<file path="src/rtl/alu_sequencer.sv">
// alu_sequencer
//   Command-driven execution controller for an external combinational 8-bit
//   ALU. It holds a small register file and accepts one command at a time
//   over a valid/ready handshake. Each command drives the ALU, writes back
//   the result and updates the Z/C flags. MUL is sequenced as eight
//   shift-add passes through the ALU adder and keeps the low byte of the
//   product.
//
// Ports
//   clk, rst                 clock, synchronous active-high reset
//   cmd_valid / cmd_ready    command handshake
//   cmd_op, cmd_rd, cmd_rs   opcode, destination/operand A, operand B
//   cmd_imm                  immediate (LDI only)
//   alu_a, alu_b, alu_opcode operands and opcode driven to the ALU
//   alu_result, alu_flag_z/c result and flags returned by the ALU
//   done                     one-cycle pulse when a command retires
//   flag_z, flag_c           architectural flags
//   dbg_addr / dbg_data      combinational register-file read port
module alu_sequencer #(
    parameter  int unsigned NREGS = 4,
    localparam int unsigned AW    = $clog2(NREGS)
) (
    input  logic          clk,
    input  logic          rst,
    input  logic          cmd_valid,
    output logic          cmd_ready,
    input  logic [2:0]    cmd_op,
    input  logic [AW-1:0] cmd_rd,
    input  logic [AW-1:0] cmd_rs,
    input  logic [7:0]    cmd_imm,
    output logic [7:0]    alu_a,
    output logic [7:0]    alu_b,
    output logic [2:0]    alu_opcode,
    input  logic [7:0]    alu_result,
    input  logic          alu_flag_z,
    input  logic          alu_flag_c,
    output logic          done,
    output logic          flag_z,
    output logic          flag_c,
    input  logic [AW-1:0] dbg_addr,
    output logic [7:0]    dbg_data
);

    typedef enum logic [1:0] {
        S_IDLE,
        S_EXEC,
        S_MUL,
        S_DONE
    } state_t;

    typedef enum logic [2:0] {
        OP_ADD = 3'b000,
        OP_SUB = 3'b001,
        OP_AND = 3'b010,
        OP_OR  = 3'b011,
        OP_EOR = 3'b100,
        OP_CMP = 3'b101,
        OP_MUL = 3'b110,
        OP_LDI = 3'b111
    } op_t;

    state_t        state_q, state_d;
    op_t           op_q, op_d;
    logic [AW-1:0] rd_q, rd_d;
    logic [7:0]    imm_q, imm_d;
    // Operand latches; during MUL a_q doubles as the shifting multiplicand
    // and b_q as the shifting multiplier.
    logic [7:0]    a_q, a_d;
    logic [7:0]    b_q, b_d;
    logic [7:0]    acc_q, acc_d;
    logic [2:0]    cnt_q, cnt_d;
    logic [7:0]    rf_q [NREGS];
    logic [7:0]    rf_d [NREGS];
    logic          flag_z_q, flag_z_d;
    logic          flag_c_q, flag_c_d;

    logic          accept;
    logic [7:0]    acc_next;

    assign cmd_ready = (state_q == S_IDLE) & ~rst;
    assign accept    = cmd_valid & cmd_ready;
    assign done      = (state_q == S_DONE);
    assign flag_z    = flag_z_q;
    assign flag_c    = flag_c_q;
    assign dbg_data  = rf_q[dbg_addr];

    // State and datapath registers
    always_ff @(posedge clk) begin
        if (rst) begin
            state_q  <= S_IDLE;
            op_q     <= OP_ADD;
            rd_q     <= '0;
            imm_q    <= '0;
            a_q      <= '0;
            b_q      <= '0;
            acc_q    <= '0;
            cnt_q    <= '0;
            flag_z_q <= 1'b0;
            flag_c_q <= 1'b0;
            for (int unsigned i = 0; i < NREGS; i++) begin
                rf_q[i] <= '0;
            end
        end else begin
            state_q  <= state_d;
            op_q     <= op_d;
            rd_q     <= rd_d;
            imm_q    <= imm_d;
            a_q      <= a_d;
            b_q      <= b_d;
            acc_q    <= acc_d;
            cnt_q    <= cnt_d;
            flag_z_q <= flag_z_d;
            flag_c_q <= flag_c_d;
            for (int unsigned i = 0; i < NREGS; i++) begin
                rf_q[i] <= rf_d[i];
            end
        end
    end

    // Next-state logic
    always_comb begin
        state_d = state_q;
        unique case (state_q)
            S_IDLE: begin
                if (accept) begin
                    state_d = (op_t'(cmd_op) == OP_MUL) ? S_MUL : S_EXEC;
                end
            end
            S_EXEC:  state_d = S_DONE;
            S_MUL:   if (cnt_q == 3'd7) state_d = S_DONE;
            S_DONE:  state_d = S_IDLE;
            default: state_d = S_IDLE;
        endcase
    end

    // ALU drive
    always_comb begin
        alu_a      = '0;
        alu_b      = '0;
        alu_opcode = 3'b000;
        unique case (state_q)
            S_EXEC: begin
                alu_a = a_q;
                alu_b = b_q;
                unique case (op_q)
                    OP_CMP:  alu_opcode = OP_SUB;
                    OP_LDI:  alu_opcode = 3'b000;
                    default: alu_opcode = op_q;
                endcase
            end
            S_MUL: begin
                alu_a      = acc_q;
                alu_b      = a_q;
                alu_opcode = OP_ADD;
            end
            default: ;
        endcase
    end

    // Operand capture, writeback and flag update
    always_comb begin
        op_d     = op_q;
        rd_d     = rd_q;
        imm_d    = imm_q;
        a_d      = a_q;
        b_d      = b_q;
        acc_d    = acc_q;
        cnt_d    = cnt_q;
        flag_z_d = flag_z_q;
        flag_c_d = flag_c_q;
        rf_d     = rf_q;
        acc_next = b_q[0] ? alu_result : acc_q;

        unique case (state_q)
            S_IDLE: begin
                if (accept) begin
                    op_d  = op_t'(cmd_op);
                    rd_d  = cmd_rd;
                    imm_d = cmd_imm;
                    a_d   = rf_q[cmd_rd];
                    b_d   = rf_q[cmd_rs];
                    acc_d = '0;
                    cnt_d = '0;
                end
            end
            S_EXEC: begin
                unique case (op_q)
                    OP_ADD, OP_SUB, OP_AND, OP_OR, OP_EOR: begin
                        rf_d[rd_q] = alu_result;
                        flag_z_d   = alu_flag_z;
                        flag_c_d   = alu_flag_c;
                    end
                    OP_CMP: begin
                        flag_z_d = alu_flag_z;
                        flag_c_d = alu_flag_c;
                    end
                    OP_LDI: begin
                        rf_d[rd_q] = imm_q;
                        flag_z_d   = (imm_q == 8'h00);
                    end
                    default: ;
                endcase
            end
            S_MUL: begin
                acc_d = acc_next;
                a_d   = a_q << 1;
                b_d   = b_q >> 1;
                cnt_d = cnt_q + 3'd1;
                // The last pass writes the updated accumulator directly so the
                // product lands on the same edge as the final add.
                if (cnt_q == 3'd7) begin
                    rf_d[rd_q] = acc_next;
                    flag_z_d   = (acc_next == 8'h00);
                    flag_c_d   = 1'b0;
                end
            end
            default: ;
        endcase
    end

endmodule

</file>
<file path="config.mk">
export PLATFORM = sky130hd
export DESIGN_NAME = alu_sequencer
export DESIGN_NICKNAME = d
export VERILOG_FILES = /design/src/rtl/alu_sequencer.sv
export SDC_FILE = /design/constraint.sdc
export NUM_CORES = 1
export LEC_CHECK = 0
export ABC_AREA = 1
export BUFFER_PORTS_ARGS = -buffer_cell sky130_fd_sc_hd__buf_2
export CAP_MARGIN = 15
export CORE_MARGIN = 5
export CORE_UTILIZATION = 60
export DETAILED_ROUTE_END_ITERATION = 12
export GPL_TIMING_DRIVEN = 0
export PLACE_DENSITY = 0.8
export SLEW_MARGIN = 30
export SYNTH_ARGS = -nofsm -noshare
export SYNTH_HDL_FRONTEND = slang
export SYNTH_SLANG_ARGS = --single-unit
export TNS_END_PERCENT = 50
</file>
<file path="constraint.sdc">
create_clock -name clk -period 2.75 [get_ports clk]
set_input_delay 0.55 -clock clk [delete_from_list [all_inputs] [get_ports clk]]
set_output_delay 0.55 -clock clk [all_outputs]
set_load 0.02 [all_outputs]
</file>
==> reports/metrics.yaml <==
status: "complete, no violations"
ys_seq_elements: 76
stdcell_area_um2: 5081
peakVddDrop_mv: 0.7596
synth_top_area_share_pct: 33.73
ys_types: 30
core-area_um2: 7292
synth_area_leaders: "dfxtp_1 (34%), nand2_1 (17%), a21oi_1 (9.7%)"
dr.pass1.iters: 7
area_delta_synth_final_pct: 12.65
n_antenna_cell: 0
grt_overflow: 0
fp.dieArea_um2: 9352
final_cells: 882
finalHoldViolCount: 0
syn_nets: 748
hold_buffers: 0
end_kind: "output port"
cp_slowest_cell: "clkbuf_1"
drt_iter0_drc: 387
yosysWarnings: 0
timing.rr.start: "state_q[1]"
grtUsageTotal_pct: 29.55
rrSetupSlack_ns: 0.71
clk_latency_ns: 0.36
post-cts-setup-buffer-count: 0
fin_skew_ns: 0.008570
viasPerCell: 5.717
portBuffers: 56
cap_violations: 0
rows: 31
cts.htree.levels: 3
postRouteAntennaNets: 0
p_leak_nw: 2.295
cts-root-buf: "clkbuf_8"
cp_data_required_time_ns: 2.20
wl_per_cell_um: 15.71
crit_type: "reg -> out"
initial_core_util_pct: 61.86
placed_area_um2: 4915
antenna_found_initial: 0
hpwlAfterDp_um: 10510
place_inst: 867
final_common_cell: "nand2_1"
layout_common_cells: "nand2_1 (202), nor2_1 (90), a21oi_1 (87)"
netlist_instances: 712
cts.clk_slew.worst_paths_ns: 0.08
cts_buffers: 9
grt_pass1_vias: 4846
grt_pass1_wl_um: 22920
die_h_um: 96.71
drive_gt1_share_pct: 15.07
worstHoldEndpoint: "imm_q[0]"
cp-start-kind: "flip-flop"
syn_avg_cell_area_um2: 6.335
crit_fanout: 10
grt_max_degree: 14
cts_tree: "yes"
cp_slowest_stage_delay_ns: 0.41
fin_hold_ws_ns: 0.4778
crit_chain: "inv_1, ha_1, inv_2, clkbuf_1, a21oi_1, buf_2"
holdPathStages: 3
cts.sinks: 76
total_power_mw: 3.903
worst_r2r_path_depth: 11
vias: 5042
fin_crit_sh_pct: 94.70
rsz0062_at_grt: "no"
drc: 0
synth_largest_area_cell: "dfxtp_1"
routed_wl_um: 13860
ys_seq_area_share_pct: 33.73
place.gp.congestion: 1.030
tightest_slew_ns: 0.5704
powerDensity_nw_per_um2: 768.1
hp-class: "in -> reg"
clockBufferDepth: 2
fin_nets: 814
setup-tns-final_ns: 0
slew_headroom_pct: 61.97
cp_data_arrival_time_ns: 2.05
setup_violations: 0
drv_slew: 0
syn_area_um2: 4511
max_freq_mhz: 384.0
hold_start: "cmd_imm[0]"
finalCriticalPeriod_ns: 2.604
io_pins: 61
timing.rr.end: "rf_q[14]"
fp.dieW_um: 96.71
-- report_power, final --
group / internal [mW] / switching, mW / leakage [nW]
combinational: 0.493 / 1.15 / 1.60
clock: 0.332 / 0.441 / 0.0799
sequential: 1.33 / 0.164 / 0.619
-- sequential cells by signal, indices dropped and copies added (netlist names) --
signal and cells:
state_q 2, rd_q 2, cnt_q 3, op_q 3, imm_q 8, a_q 8
flag_c 1, acc_q 8, b_q 8, rf_q 32, flag_z 1
-- Yosys cell counts (all sizes together) --
| cell type | number |
|---|---|
| nand2 | 209 |
| nor2 | 93 |
| a21oi | 89 |
| dfxtp | 76 |
| o21ai | 68 |
| inv | 63 |
| nand3 | 27 |
| buf | 24 |
| clkbuf | 18 |
| o211ai | 15 |
| a31oi | 7 |
| ha | 6 |
| o21a | 5 |
| nand4 | 4 |
| clkinv | 3 |
| or2 | 3 |
| a211oi | 2 |
-- stage by stage --
| stage | setup WS, ns | util, % |
|---|---|---|
| 3_5_place_dp | 0.4135 | 67.40 |
| 2_1_floorplan | 0.6769 | - |
| 6_report | 0.1457 | 69.68 |
| 3_3_place_gp | 0.4162 | 67.40 |
| 5_1_grt | 0.01995 | 69.68 |
| 4_1_cts | 0.004766 | 69.72 |
-- per-layer routing --
metal  GRT usage, %  vias up  share of wire, %
li1               -     2432                 -
met3          6.403       41                10
met5              0        -                 0
met1          37.87     2285                41
met2          47.66      284                46
met4          13.07        0               2.7
-- timing repair --
action	4_1_cts	5_1_grt
resized for setup	0	1
endpoints found under the hold margin	0	0
endpoints found under the setup margin	0	11
-- critical path: cells and delay by family (launching register included) --
| family | cells | cell delay (ns) |
|---|---|---|
| flops | 1 | 0.36 |
| buf+inv | 4 | 0.88 |
| fa+ha+maj | 1 | 0.32 |
| compound gates | 1 | 0.13 |
-- how the worst max path moves through the flow --
stage	startpoint	end	cells after the start
floorplan	dbg_addr[0]	dbg_data[5]	5
global placement	dbg_addr[1]	dbg_data[5]	7
detailed placement	dbg_addr[0]	dbg_data[5]	7
CTS	state_q[0]	alu_b[1]	7
global route	state_q[0]	alu_a[7]	7
finish	state_q[0]	alu_b[2]	6
-- kinds of logic (layout without fill, tap and decap cells) --
kind of cell / after synthesis / in the layout / synth area share [%]
AO/OA/AOI/OAI: 186 / 186 / 22.22
adder cells (fa/ha/maj): 6 / 6 / 1.664
buffers and inverters: 108 / 179 / 10.26
flip-flops: 76 / 76 / 33.73
AND/OR/NAND/NOR: 336 / 336 / 32.12
-- layout make-up --
type	instances	area (µm²)
Sequential cell	76	1521
Clock inverter	5	37.54
Clock buffer	11	131.4
Multi-Input combinational cell	528	2526
Fill cell	696	2211
Buffer	41	210.2
Tap cell	99	123.9
Timing Repair Buffer	56	280.3
Inverter	66	250.2
Note: power is estimated with default switching activity, not from simulation.
